**src/rtl/adc_sched_pkg.sv**
```systemverilog
// adc_sched_pkg: shared types, sizes and channel search helper for the ADC scan scheduler
package adc_sched_pkg;
  localparam int N_CH = 8;
  localparam int RES_W = 12;
  localparam int FRAME_CLKS = 16;
  localparam int PIPE_DEP = 2;
  typedef logic [2:0] chan_t;
  typedef struct packed {
    logic valid;
    logic oneshot;
    chan_t ch;
  } adc_tag_t;
  typedef enum logic [1:0] {OS_IDLE, OS_PEND, OS_FLIGHT} os_state_t;
  // first set mask bit strictly after ptr, wrapping; ptr itself is the last candidate
  function automatic chan_t next_chan(input logic [N_CH-1:0] mask, input chan_t ptr);
    chan_t c;
    logic found;
    next_chan = ptr;
    found = 1'b0;
    for (int i = 1; i <= N_CH; i++) begin
      c = chan_t'(32'(ptr) + i);
      if (!found && mask[c]) begin
        next_chan = c;
        found = 1'b1;
      end
    end
  endfunction
endpackage

```
**src/rtl/adc_tag_pipe.sv**
```systemverilog
// adc_tag_pipe: PIPE_DEP-deep tag shift register advancing once per conversion frame
module adc_tag_pipe
  import adc_sched_pkg::*;
(
  input  logic     clk,
  input  logic     reset_n,
  input  logic     shift,
  input  adc_tag_t tag_in,
  output adc_tag_t tag_out
);
  adc_tag_t [PIPE_DEP-1:0] stage;
  always_ff @(posedge clk or negedge reset_n)
    if (!reset_n) stage <= '0;
    else if (shift) stage <= {stage[PIPE_DEP-2:0], tag_in};
  assign tag_out = stage[PIPE_DEP-1];
endmodule

```
**src/rtl/adc_scan_scheduler.sv**
```systemverilog
// adc_scan_scheduler: round-robin/one-shot ADC channel sequencer with per-channel result bank
module adc_scan_scheduler
  import adc_sched_pkg::*;
(
  input  logic                  clk,
  input  logic                  reset_n,
  input  logic                  conv_pulse,
  input  logic [RES_W-1:0]      adc_result,
  output logic [2:0]            chan,
  input  logic [N_CH-1:0]       scan_mask,
  input  logic                  req_valid,
  input  logic [2:0]            req_chan,
  output logic                  req_ready,
  output logic                  resp_valid,
  output logic [RES_W-1:0]      resp_data,
  output logic                  smp_stb,
  output logic [2:0]            smp_chan,
  output logic [N_CH*RES_W-1:0] bank_data,
  output logic [N_CH-1:0]       bank_valid
);
  os_state_t state, state_nx;
  chan_t pend_ch, rr;
  adc_tag_t issue, ret;
  logic accept;
  assign req_ready = state == OS_IDLE;
  assign accept = req_valid & req_ready;
  adc_tag_pipe u_pipe (
    .clk(clk),
    .reset_n(reset_n),
    .shift(conv_pulse),
    .tag_in(issue),
    .tag_out(ret)
  );
  // a request accepted on the pulse cycle itself is issued on that same pulse
  always_comb begin
    state_nx = state;
    issue = '0;
    if (conv_pulse && (state == OS_PEND || accept)) begin
      issue.valid = 1'b1;
      issue.oneshot = 1'b1;
      issue.ch = state == OS_PEND ? pend_ch : req_chan;
    end else if (conv_pulse && |scan_mask) begin
      issue.valid = 1'b1;
      issue.ch = next_chan(scan_mask, rr);
    end
    if (accept) state_nx = conv_pulse ? OS_FLIGHT : OS_PEND;
    else if (state == OS_PEND && conv_pulse) state_nx = OS_FLIGHT;
    else if (state == OS_FLIGHT && conv_pulse && ret.valid && ret.oneshot) state_nx = OS_IDLE;
  end
  always_ff @(posedge clk or negedge reset_n)
    if (!reset_n) state <= OS_IDLE;
    else state <= state_nx;
  always_ff @(posedge clk or negedge reset_n)
    if (!reset_n) begin
      chan <= '0;
      rr <= chan_t'(N_CH - 1);
      pend_ch <= '0;
      smp_stb <= 1'b0;
      smp_chan <= '0;
      resp_valid <= 1'b0;
      resp_data <= '0;
      bank_data <= '0;
      bank_valid <= '0;
    end else begin
      smp_stb <= conv_pulse & ret.valid;
      resp_valid <= conv_pulse & ret.valid & ret.oneshot;
      if (accept) pend_ch <= req_chan;
      if (conv_pulse && issue.valid) chan <= issue.ch;
      if (conv_pulse && issue.valid && !issue.oneshot) rr <= issue.ch;
      if (conv_pulse && ret.valid) smp_chan <= ret.ch;
      if (conv_pulse && ret.valid && ret.oneshot) resp_data <= adc_result;
      if (conv_pulse && ret.valid && !ret.oneshot) begin
        bank_data[32'(ret.ch)*RES_W +: RES_W] <= adc_result;
        bank_valid[ret.ch] <= 1'b1;
      end
    end
endmodule

```
**config.mk**
```make
export PLATFORM = sky130hd
export DESIGN_NAME = adc_scan_scheduler
export DESIGN_NICKNAME = d
export VERILOG_FILES = /design/src/rtl/adc_sched_pkg.sv /design/src/rtl/adc_tag_pipe.sv /design/src/rtl/adc_scan_scheduler.sv
export SDC_FILE = /design/constraint.sdc
export NUM_CORES = 1
export LEC_CHECK = 0
export BUFFER_PORTS_ARGS = -buffer_cell sky130_fd_sc_hd__buf_2
export CAP_MARGIN = 20
export CORE_ASPECT_RATIO = 1.2
export CORE_UTILIZATION = 56
export DETAILED_ROUTE_END_ITERATION = 12
export PLACE_DENSITY_LB_ADDON = 0.12
export SLEW_MARGIN = 5
export SYNTH_ARGS = -nofsm -noshare
export SYNTH_HDL_FRONTEND = slang
export SYNTH_SLANG_ARGS = --single-unit
```
**constraint.sdc**
```tcl
create_clock -name clk -period 4.1 [get_ports clk]
set_input_delay 0.41 -clock clk [delete_from_list [all_inputs] [get_ports clk]]
set_output_delay 0.41 -clock clk [all_outputs]
set_load 0.03 [all_outputs]
```
==> results.txt, run 1 <==
----------------------------------------------------
[Detailed routing]
  Highest routing layer actually used ... met4
  Antenna violation net count after detailed routing ... 0
  Total detailed-routing wirelength ... 20.58 mm
  Detail Route met2 WL ... 10.58 mm
  Initial DRC Count ... 500
  Via count ... 6476
  Routed wire length per instance ... ~19 um
  Sum of routed wire segments on met1 ... 8.056 mm
  Number of DRC violations after detailed routing ... 0
  Routed met3 length ... 1.320 mm
  First-pass iteration count of the detailed router ... 6
  Average vias per placed instance ... between 6 and 7

[Floorplanning]
  I/O pin total ... 152
  Total die area ... approximately 14000 sq um
  Core region area ... 13240 sq um
  FP Rows ... 46
  Die outline width ... 108.4 um
  Overall die height ... ~130 um
  Starting density of the core ... 57.50%

[Yosys]
  Fraction of post-synthesis cell area in the top cell type by area ... between 40% and 50%
  Ranking of synthesized cells by area ... sky130_fd_sc_hd__dfrtp_1 (46%), sky130_fd_sc_hd__mux2_2 (12%), sky130_fd_sc_hd__nand2_1 (4.4%), sky130_fd_sc_hd__o21ai_0 (3.3%), sky130_fd_sc_hd__nor2_1 (3.3%)
  Post-synth EDFFs ... 0
  Fraction of the yosys area taken by sequential cells ... 46.73%
  Syn_nets ... 762
  Number of storage elements in the synthesis netlist ... ~140
  Mean instance size in the synthesized netlist ... 10.53 sq um
  Ys async rst share ... 100.0%
  Most frequently used flop master after synthesis ... sky130_fd_sc_hd__dfrtp_1
  Warnings, synthesis ... 0
  Post-synthesis cell area ... 7612 sq um
  Synth Instances ... 723
  Number of distinct library cells after synthesis ... 69
  Cell accounting for the most synthesized area ... sky130_fd_sc_hd__dfrtp_1

[Timing]
  Worst relative slew slack ... 35.41%
  Post-Route Skew ... 0.008578 ns
  Period utilization ... a little over nine tenths
  Hold_ws ... -0.01405 ns
  Unrepaired setup endpoints after global routing ... false
  Final-layout setup total negative slack ... 0 ns
  Final-report hold violation count ... 5
  Endpoints failing setup ... 0
  Maximum frequency from static timing analysis ... between 200 and 300 MHz
  Tightest Pin Transition ... a little under 1 ns
  Max-slew violations ... 0
  Shortest clock period the worst path allows after layout ... slightly below 4 ns

[Finish]
  Number of filler instances in the final layout ... 1063
  Area Growth Syn to Fin ... 20.22%
  Ratio of cells with drive above 1 in the final layout ... 34.60%
  Antenna cells ... 0
  Final nets ... 919

[Clocking]
  Clock slew at the register clock pins of the worst setup and hold paths ... 0.06 ns
  Post-CTS Setup Inserts ... 0
  Hold-fix buffer count after cts ... 0
  H-tree lvl count ... 4
  Clock tree sinks ... 142
  TritonCTS clock tree ... built
  Root buffer cell ... sky130_fd_sc_hd__clkbuf_16
  Clock buffer count from CTS ... 17
  Number of buffers on the longest clock path ... 2
  Quantity of gates resized following cts ... 0
  Clock Latency Late Sink ... around 0.43 ns

[Placement]
  Port Buffer Count ... between 150 and 200
  Weighted congestion at the end of routability-driven global placement ... 0.9649
  Detailed placer's ending HPWL ... 15.23 mm

[Outcome]
  Run status ... finished with violations
  Failing checks ... hold timing

[Global route]
  Number of global-route vias before repair ... about 6.3k
  Overflow left after global routing ... 0
  Largest net degree at the start of global routing ... 76
  Antenna violations before repair ... 0
  GRT Util Overall ... 30.60%
  First-pass GRT wire length ... 32.69 mm

[Worst setup path]
  Critical path fanouts, max ... 6
  Worst flop-to-flop path endpoint ... bank_data[6]
  R2R Path Start ... u_pipe.tag_out[1]
  Internal reg-to-reg setup slack ... around 0.25 ns
  Crit path launch type ... flip-flop
  Arrival time reported for the critical path endpoint ... between 4 and 5 ns
  Required time reported for the critical path endpoint ... ~4.4 ns
  Class of the most critical setup path ... flip-flop to flip-flop
  R2R cell count ... 11
  Critical Path End Type ... flip-flop

[Job]
  Max-capacitance violation count ... 0

[Hold path]
  Hold WC Path Type ... primary input to asynchronous set/reset pin

----------------------------------------------------
[cells by family (layout without fill, tap and decap cells)]
logic type	count (synthesis)	count (layout)	synth area share, %
AO/OA/AOI/OAI	179	179	15.50
XOR/XNOR	10	10	1.151
adder cells (fa/ha/maj)	12	12	2.071
buffers and inverters	45	215	2.630
flip-flops	142	142	46.73
multiplexers	111	111	18.18
AND/OR/NAND/NOR	224	224	13.74
[area by class of cell]
class                   instances  area, sq um  area share [%]
flip-flops and latches        142         3557           38.87
inverters                      18        67.56          0.7383
multi-input cells             536         3855           42.12
clock buffers                  17        425.4           4.649
well taps                     168        210.2           2.297
clock inverters                15        168.9           1.846
repair buffers                165        867.1           9.475
[worst max-delay path, stage by stage, from the launching register on]
cell,delay (ns)
sky130_fd_sc_hd__dfrtp_1,0.44
sky130_fd_sc_hd__ha_1,0.29
sky130_fd_sc_hd__fa_1,0.44
sky130_fd_sc_hd__xnor2_1,0.37
sky130_fd_sc_hd__and3_1,0.27
sky130_fd_sc_hd__ha_1,0.31
sky130_fd_sc_hd__inv_1,0.20
sky130_fd_sc_hd__and2_1,0.22
sky130_fd_sc_hd__and4_1,0.36
sky130_fd_sc_hd__nor2_1,0.10
sky130_fd_sc_hd__nor2_1,0.36
sky130_fd_sc_hd__mux2_2,0.39
[state kept, by name, indices dropped and copies added (netlist names)]
name            flops
chan                3
bank_data          96
smp_stb             1
u_pipe.tag_out      5
rr                  3
resp_valid          1
bank_valid          8
resp_data          12
u_pipe.stage        5
pend_ch             3
state               2
smp_chan            3
[per-stage QoR]
| stage | hold slack [ns] | cell area [sq um] | setup slack (ns) | util, % | cells |
|---|---|---|---|---|---|
| 2_1_floorplan | 0.1144 | 7612 | 0.7814 | - | 723 |
| 3_3_place_gp | 0.4384 | 8557 | 0.4754 | 64.64 | 1029 |
| 3_5_place_dp | 0.4418 | 8557 | 0.3560 | 64.64 | 1029 |
| 4_1_cts | 0.02107 | 9151 | 0.3166 | 69.13 | 1061 |
| 5_1_grt | 0.04357 | 9151 | 0.03312 | 69.13 | 1061 |
| 6_report | -0.01405 | 9151 | 0.2483 | 69.13 | 1061 |
[routing by layer]
| metal | vias up | track usage (%) |
|---|---|---|
| li1 | 2965 | - |
| met1 | 3190 | 37.50 |
| met2 | 273 | 52.38 |
| met3 | 48 | 7.143 |
| met4 | 0 | 11.76 |
| met5 | - | 0 |
[Yosys cell counts (11+ instances only)]
master / instances
sky130_fd_sc_hd__o22ai_1: 20
sky130_fd_sc_hd__mux2i_1: 16
sky130_fd_sc_hd__a21o_1: 13
sky130_fd_sc_hd__mux2_2: 82
sky130_fd_sc_hd__inv_1: 17
sky130_fd_sc_hd__nand2_1: 89
sky130_fd_sc_hd__nand3_1: 15
sky130_fd_sc_hd__ha_1: 11
sky130_fd_sc_hd__a22o_1: 13
sky130_fd_sc_hd__o21ai_0: 50
sky130_fd_sc_hd__dfrtp_1: 139
sky130_fd_sc_hd__nor2_1: 66
sky130_fd_sc_hd__a21oi_1: 26
sky130_fd_sc_hd__clkbuf_1: 14
[cells in the final DEF (no fill, tap or decap), types with 7 or more instances in the layout]
| cell | n |
|---|---|
| sky130_fd_sc_hd__nand3_1 | 15 |
| sky130_fd_sc_hd__a31oi_1 | 9 |
| sky130_fd_sc_hd__mux4_2 | 10 |
| sky130_fd_sc_hd__a22oi_1 | 8 |
| sky130_fd_sc_hd__nand2b_1 | 8 |
| sky130_fd_sc_hd__mux2_2 | 82 |
| sky130_fd_sc_hd__nand2_1 | 89 |
| sky130_fd_sc_hd__buf_2 | 150 |
| sky130_fd_sc_hd__o22ai_1 | 20 |
| sky130_fd_sc_hd__clkbuf_16 | 17 |
| sky130_fd_sc_hd__ha_1 | 11 |
| sky130_fd_sc_hd__a21o_1 | 13 |
| sky130_fd_sc_hd__inv_1 | 17 |
| sky130_fd_sc_hd__a21oi_1 | 26 |
| sky130_fd_sc_hd__o21ai_0 | 50 |
| sky130_fd_sc_hd__dfrtp_1 | 139 |
| sky130_fd_sc_hd__mux2i_1 | 16 |
| sky130_fd_sc_hd__a22o_1 | 13 |
| sky130_fd_sc_hd__nor2_1 | 66 |
| sky130_fd_sc_hd__xnor2_1 | 7 |
| sky130_fd_sc_hd__nor3_1 | 9 |
| sky130_fd_sc_hd__buf_4 | 14 |
[worst max path at each step]
stage                 startpoint       endpoint  slack, ns  depth (start not counted)
2_1_floorplan  u_pipe.tag_out[0]  bank_data[10]       0.78                         13
6_report       u_pipe.tag_out[1]   bank_data[6]       0.25                         11
4_1_cts        u_pipe.tag_out[1]   bank_data[8]       0.32                         11
3_3_place_gp   u_pipe.tag_out[1]   bank_data[8]       0.48                         11
5_1_grt        u_pipe.tag_out[1]  bank_data[10]       0.03                         11
3_5_place_dp   u_pipe.tag_out[1]  bank_data[10]       0.36                         11
Power of run 1 is left out: the tool's default activity adds up to more than one toggle a clock period on the data nets, which glitch-free logic cannot reach.
==> run 2, diff against run 1 <==
==> constraint.sdc (replaced) <==
create_clock -name clk -period 4.1 [get_ports clk]
set_input_delay 0.615 -clock clk [delete_from_list [all_inputs] [get_ports clk]]
set_output_delay 0.615 -clock clk [all_outputs]
set_load 0.03 [all_outputs]
==> run 2 against run 1 <==
Compared with the run above: the flow now finishes without violations; first-iteration DRC count shrank 15%; design area hardly changed; clock skew is 0.012 ns higher; fmax down 0.38%; via count fell by 0.37%; hold slack improved by 0.16 ns; sequential cell count stayed put; clock-buffer cell count up 1.
==> results.txt, run 2 (synthesis results as in run 1) <==
----------------------------------------------------
[Clocking]
  Clock slew at the register clock pins of the worst setup and hold paths ... 0.06 ns (about the same)
  Post-CTS Setup Inserts ... 0 (unchanged)
  Hold-fix buffer count after cts ... 0 (unchanged)
  Clock Latency Late Sink ... 0.43 ns (about the same)
  Quantity of gates resized following cts ... 0 (unchanged)
  Clock buffer count from CTS ... 17 (unchanged)
  Root buffer cell ... sky130_fd_sc_hd__clkbuf_16
  TritonCTS clock tree ... built
  Clock tree sinks ... 142 (unchanged)
  Number of buffers on the longest clock path ... 2 (unchanged)
  H-tree lvl count ... 4 (unchanged)

[Worst setup path]
  Cell Chain, Critical Path ... ha_1 -> fa_1 -> inv_1 -> and3_1 -> ha_1 -> inv_1 -> and2_1 -> and4_1 -> nor2_1 -> nor2_1 -> mux2_2
  Critical Path End Type ... flip-flop
  Required time reported for the critical path endpoint ... 4.41 ns (about the same)
  Crit path launch type ... flip-flop
  Class of the most critical setup path ... flip-flop to flip-flop
  Arrival time reported for the critical path endpoint ... 4.18 ns (about the same)
  Critical path fanouts, max ... 6 (unchanged)
  Maximum cell stage delay along the critical path ... 0.69 ns (+0.25 ns)
  Bufs and invs on worst path ... 2 (+1)
  Kind of cell adding the most delay to the critical path ... adder cells
  CP max stage cell ... sky130_fd_sc_hd__fa_1

[Finish]
  Commonest non-fill, non-tap cells in the layout ... sky130_fd_sc_hd__buf_2 (150), sky130_fd_sc_hd__dfrtp_1 (139), sky130_fd_sc_hd__nand2_1 (89)
  Number of filler instances in the final layout ... 1036 (-2.5%)
  Largest reg by FF count ... bank_data
  Multi-input gate area ... 3855 sq um (unchanged)
  Antenna cells ... 0 (unchanged)
  Max FFs per register ... 96 (unchanged)
  Most frequent standard cell in the layout excluding fill and tap cells ... sky130_fd_sc_hd__buf_2
  Storage element area ... 3557 sq um (unchanged)
  Ratio of cells with drive above 1 in the final layout ... 34.53% (-0.073 points)
  Area Growth Syn to Fin ... 20.30% (about the same)
  Final nets ... 918 (-0.11%)
  Regs by FF count ... bank_data: 96 flops, resp_data: 12 flops, bank_valid: 8 flops

[Placement]
  Detailed placer's ending HPWL ... 15.33 mm (+0.66%)
  Weighted congestion at the end of routability-driven global placement ... 0.9670 (+0.22%)
  Port Buffer Count ... 151 (unchanged)

[Hold path]
  Hold WC Path Type ... primary input to asynchronous set/reset pin

[Global route]
  Overflow left after global routing ... 0 (unchanged)
  Number of global-route vias before repair ... 6294 (-0.40%)
  Largest net degree at the start of global routing ... 79 (+3.9%)
  First-pass GRT wire length ... 32.90 mm (+0.65%)
  GRT Util Overall ... 30.83% (+0.22 points)
  Antenna violations before repair ... 0 (unchanged)

[Outcome]
  Run status ... finished clean

[Detailed routing]
  Number of DRC violations after detailed routing ... 0 (unchanged)
  Average vias per placed instance ... 6.087 (-0.28%)
  Routed wire length per instance ... 19.60 um (+1.1%)
  Via count ... 6452 (-0.37%)
  Initial DRC Count ... 426 (-15%)
  First-pass iteration count of the detailed router ... 6 (unchanged)
  Antenna violation net count after detailed routing ... 0 (unchanged)
  Total detailed-routing wirelength ... 20.78 mm (+0.97%)

[Floorplanning]
  Overall die height ... 129.7 um (unchanged)
  Starting density of the core ... 57.50% (unchanged)
  FP Rows ... 46 (unchanged)
  Core region area ... 13240 sq um (unchanged)
  I/O pin total ... 152 (unchanged)
  Die outline width ... 108.4 um (unchanged)
  Total die area ... 14070 sq um (unchanged)

[Job]
  Max-capacitance violation count ... 0 (unchanged)

[Timing]
  Maximum frequency from static timing analysis ... 258.7 MHz (-0.38%)
  Final-report hold violation count ... 0 (-5)
  Final-layout setup total negative slack ... 0 ns (unchanged)
  Shortest clock period the worst path allows after layout ... 3.866 ns (+0.01452 ns)
  Period utilization ... 94.30% (+0.35 points)
  Unrepaired setup endpoints after global routing ... false
  Worst relative slew slack ... 37.46% (+2.1 points)
  Tightest Pin Transition ... 0.9314 ns (-0.03054 ns)
  Post-Route Skew ... 0.02042 ns (+0.01184 ns)
  Endpoints failing setup ... 0 (unchanged)
  Max-slew violations ... 0 (unchanged)

----------------------------------------------------
run 2: cell types whose count changed in the layout (fill, tap and decap cells not counted), sizes merged:
| cell | delta |
|---|---|
| clkinvlp | -3 |
| bufinv | +1 |
| inv | -4 |
| clkinv | +5 |
| clkbuf | +1 |
| buf | -1 |
run 2: metal layers:
layer	up-vias	track usage [%]	share of wire, %
li1	2960	-	-
met1	3147	37.23	40
met2	282	53.35	51
met3	63	5.495	5.7
met4	0	14.55	3.5
met5	-	0	0
run 2: per-stage QoR:
step	util [%]	cell area (sq um)	cells	hold slack, ns	worst slack, ns
after CTS	69.18	9158	1060	0.1779	0.3190
after global placement	64.68	8562	1028	0.4365	0.4689
final	69.18	9158	1060	0.1486	0.2338
after floorplan	-	7612	723	0.3194	0.7814
after detailed placement	64.68	8562	1028	0.4386	0.3352
after global routing	69.18	9158	1060	0.1993	0.08549
run 2: worst paths after layout:
path	from	to	slack, ns	cells past startpoint
worst min-delay path	reset_n	bank_data[13]	0.15	1
worst max register to register	u_pipe.tag_out[1]	bank_data[5]	0.23	11
min in group clk	req_chan[2]	pend_ch[2]	0.43	2
worst min register to register	bank_valid[4]	bank_valid[4]	0.45	1
max in group asynchronous	reset_n	rr[2]	3.10	2
worst max-delay path	u_pipe.tag_out[1]	bank_data[5]	0.23	11
run 2: cell type report:
class | instances | area share, %
clock buffer | 18 | 4.796
timing repair buffer | 164 | 9.523
clock inverter | 14 | 1.708
sequential | 142 | 38.84
tap | 168 | 2.295
multi-input combinational | 536 | 42.10
inverter | 18 | 0.7378
Power of run 2 is left out for the same reason.
==> run 3, diff against run 2 <==
--- a/config.mk
+++ b/config.mk
@@ -8,10 +8,12 @@
 export BUFFER_PORTS_ARGS = -buffer_cell sky130_fd_sc_hd__buf_2
 export CAP_MARGIN = 20
 export CORE_ASPECT_RATIO = 1.2
+export CORE_MARGIN = 2
 export CORE_UTILIZATION = 56
 export DETAILED_ROUTE_END_ITERATION = 12
 export PLACE_DENSITY_LB_ADDON = 0.12
 export SLEW_MARGIN = 5
 export SYNTH_ARGS = -nofsm -noshare
 export SYNTH_HDL_FRONTEND = slang
+export SYNTH_HIERARCHICAL = 1
 export SYNTH_SLANG_ARGS = --single-unit
==> constraint.sdc (replaced) <==
create_clock -name clk -period 4.3 [get_ports clk]
set_input_delay 0.645 -clock clk [delete_from_list [all_inputs] [get_ports clk]]
set_output_delay 0.645 -clock clk [all_outputs]
set_load 0.03 [all_outputs]
==> run 3 against run 2 <==
Compared with the run above: hold slack lost 0.070 ns; fmax shrank 3.2%; clock-buffer cell count shrank 1; first-iteration DRC count grew 1.2%; register-to-register slack gained 0.07 ns; via count shrank 2.1%; critical endpoint is now bank_data[64].
==> results.txt, run 3 <==
----------------------------------------------------
[Outcome]
  Run status ... finished clean

[Clocking]
  Root buffer cell ... sky130_fd_sc_hd__clkbuf_16
  Clock tree sinks ... 142 (unchanged)
  TritonCTS clock tree ... built
  Hold-fix buffer count after cts ... 0 (unchanged)
  Clock slew at the register clock pins of the worst setup and hold paths ... 0.07 ns (about the same)
  Quantity of gates resized following cts ... 0 (unchanged)
  H-tree lvl count ... 4 (unchanged)
  Post-CTS Setup Inserts ... 0 (unchanged)
  Clock Latency Late Sink ... 0.43 ns (about the same)
  Clock buffer count from CTS ... 17 (unchanged)
  Number of buffers on the longest clock path ... 2 (unchanged)

[Detailed routing]
  Antenna violation net count after detailed routing ... 0 (unchanged)
  Initial DRC Count ... 431 (+1.2%)
  Via count ... 6314 (-2.1%)
  Total detailed-routing wirelength ... 21.24 mm (+2.2%)
  Average vias per placed instance ... 6.042 (-0.73%)
  Routed wire length per instance ... 20.32 um (+3.7%)
  Number of DRC violations after detailed routing ... 0 (unchanged)
  First-pass iteration count of the detailed router ... 5 (-1)

[Global route]
  Number of global-route vias before repair ... 6507 (+3.4%)
  First-pass GRT wire length ... 34.51 mm (+4.9%)
  Largest net degree at the start of global routing ... 122 (+54%)
  GRT Util Overall ... 29.32% (-1.5 points)
  Antenna violations before repair ... 0 (unchanged)
  Met1 Resource Use GR ... 36.49% (-0.74 points)
  Global-route met3 utilization ... 6.915% (+1.4 points)
  GR Util met2 ... 50.47% (-2.9 points)
  Overflow left after global routing ... 0 (unchanged)
  Busiest layer in global routing ... met2

[Finish]
  Final nets ... 900 (-2.0%)
  Regs by FF count ... bank_data: 96 flops, resp_data: 12 flops, bank_valid: 8 flops
  Antenna cells ... 0 (unchanged)
  Most frequent standard cell in the layout excluding fill and tap cells ... sky130_fd_sc_hd__buf_2
  Area Growth Syn to Fin ... 21.11%
  Ratio of cells with drive above 1 in the final layout ... 38.10% (+3.6 points)
  Commonest non-fill, non-tap cells in the layout ... sky130_fd_sc_hd__buf_2 (150), sky130_fd_sc_hd__dfrtp_1 (139), sky130_fd_sc_hd__mux2_2 (90)
  Max FFs per register ... 96 (unchanged)
  Largest reg by FF count ... bank_data

[Yosys]
  Mean instance size in the synthesized netlist ... 11.10 sq um (+5.4%)
  Post-synth EDFFs ... 0 (unchanged)
  Ys async rst share ... 100.0% (unchanged)
  Most frequently used flop master after synthesis ... sky130_fd_sc_hd__dfrtp_1
  Cell accounting for the most synthesized area ... sky130_fd_sc_hd__dfrtp_1
  Fraction of the yosys area taken by sequential cells ... 45.71% (-1.0 points)
  Warnings, synthesis ... 6 (+6)
  Post-synthesis cell area ... 7782 sq um (+2.2%)
  Most frequent cell after synthesis ... sky130_fd_sc_hd__dfrtp_1
  Synth Instances ... 701 (-3.0%)
  Syn_nets ... 740 (-2.9%)
  Fraction of post-synthesis cell area in the top cell type by area ... 44.69% (-1.0 points)
  Number of storage elements in the synthesis netlist ... 142 (unchanged)
  Top cell types by occurrence after synthesis ... sky130_fd_sc_hd__dfrtp_1 (139), sky130_fd_sc_hd__mux2_2 (90), sky130_fd_sc_hd__nand2_1 (69), sky130_fd_sc_hd__nor2_1 (41), sky130_fd_sc_hd__mux2i_1 (38)
  Ranking of synthesized cells by area ... sky130_fd_sc_hd__dfrtp_1 (45%), sky130_fd_sc_hd__mux2_2 (13%), sky130_fd_sc_hd__mux2i_1 (4.9%), sky130_fd_sc_hd__mux4_2 (3.5%), sky130_fd_sc_hd__nand2_1 (3.3%)
  Number of distinct library cells after synthesis ... 64 (-7.2%)

[Worst setup path]
  Required time reported for the critical path endpoint ... 4.60 ns (+0.19 ns)
  Crit path launch type ... flip-flop
  Class of the most critical setup path ... flip-flop to flip-flop
  Worst Setup SP ... u_pipe/tag_out[1]
  Critical path fanouts, max ... 12 (+6)
  Critical Path End Type ... flip-flop
  Arrival time reported for the critical path endpoint ... 4.30 ns (+0.12 ns)
  R2R Path Start ... u_pipe/tag_out[1]

[Placement]
  Detailed placer's ending HPWL ... 15.87 mm (+3.5%)
  Port Buffer Count ... 151 (unchanged)
  Weighted congestion at the end of routability-driven global placement ... 0.9198 (-4.9%)

[Hold path]
  Hold WC Path Type ... primary input to asynchronous set/reset pin

[Timing]
  Final-report hold violation count ... 0 (unchanged)
  Period utilization ... 92.93% (-1.4 points)
  Unrepaired setup endpoints after global routing ... false
  Shortest clock period the worst path allows after layout ... 3.996 ns (+0.1298 ns)
  Tightest Pin Transition ... 1.049 ns (+0.1175 ns)
  Endpoints failing setup ... 0 (unchanged)
  Max-slew violations ... 0 (unchanged)
  Worst relative slew slack ... 29.73% (-7.7 points)
  Post-Route Skew ... 0.009625 ns (-0.01080 ns)
  Final-layout setup total negative slack ... 0 ns (unchanged)
  Maximum frequency from static timing analysis ... 250.3 MHz (-3.2%)

[Floorplanning]
  Total die area ... 14860 sq um (+5.7%)
  FP Rows ... 47 (+2.2%)
  Die outline width ... 111.6 um (+2.9%)
  Starting density of the core ... 56.80% (-0.71 points)
  Core region area ... 13700 sq um (+3.5%)
  I/O pin total ... 152 (unchanged)
  Overall die height ... 133.1 um (+2.6%)

[Job]
  Max-capacitance violation count ... 0 (unchanged)

----------------------------------------------------
run 3: worst paths after layout:
kind | slack, ns | to | cells past startpoint
worst max-delay path | 0.30 | bank_data[64] | 7
worst min-delay path | 0.08 | bank_data[26] | 1
worst max register to register | 0.30 | bank_data[64] | 7
worst min register to register | 0.46 | bank_valid[0] | 1
max in group asynchronous | 3.13 | bank_data[50] | 3
min in group clk | 0.46 | bank_valid[0] | 1
run 3: kinds of logic (layout without fill, tap and decap cells):
group | count (synthesis) | after routing | share of synthesized area, %
flip-flops | 142 | 142 | 45.71
multiplexers | 152 | 152 | 23.60
buffers and inverters | 68 | 241 | 3.730
XOR/XNOR | 14 | 14 | 1.672
AO/OA/AOI/OAI | 136 | 136 | 12.01
adder cells (fa/ha/maj) | 12 | 12 | 2.026
AND/OR/NAND/NOR | 177 | 177 | 11.25
run 3: area by class of cell:
class	count	area [sq um]
fillers	1088	4277
multi-input cells	491	3943
flip-flops and latches	142	3557
repair buffers	171	932.1
clock buffers	17	425.4
well taps	171	214.0
clock inverters	15	211.5
inverters	38	142.6
run 3: worst max-delay path, cell delays in order (launching register included):
cell	delay, ns
sky130_fd_sc_hd__dfrtp_1	0.47
sky130_fd_sc_hd__ha_1	0.32
sky130_fd_sc_hd__fa_1	0.88
sky130_fd_sc_hd__nor3_1	0.19
sky130_fd_sc_hd__xnor2_1	0.71
sky130_fd_sc_hd__nand4_1	0.43
sky130_fd_sc_hd__nor4_2	0.49
sky130_fd_sc_hd__mux2_2	0.40
run 3: stage by stage:
step                std cells  instance area, sq um  hold WS [ns]  util [%]  setup slack (ns)
CTS                      1044                  9398        0.4266     68.59            0.3496
global placement         1012                  8761        0.4390     63.94            0.4546
finish                   1045                  9425       0.07850     68.79            0.3040
floorplan                 701                  7782        0.3494         -            0.8044
global route             1045                  9425       0.08582     68.79           0.02931
detailed placement       1012                  8761        0.4467     63.94            0.3853
run 3: layer usage:
layer	vias up	part of all wire, %
li1	2893	-
met4	0	2.4
met1	3120	40
met2	260	51
met5	-	0
met3	41	6.9
Power of run 3 is left out for the same reason.
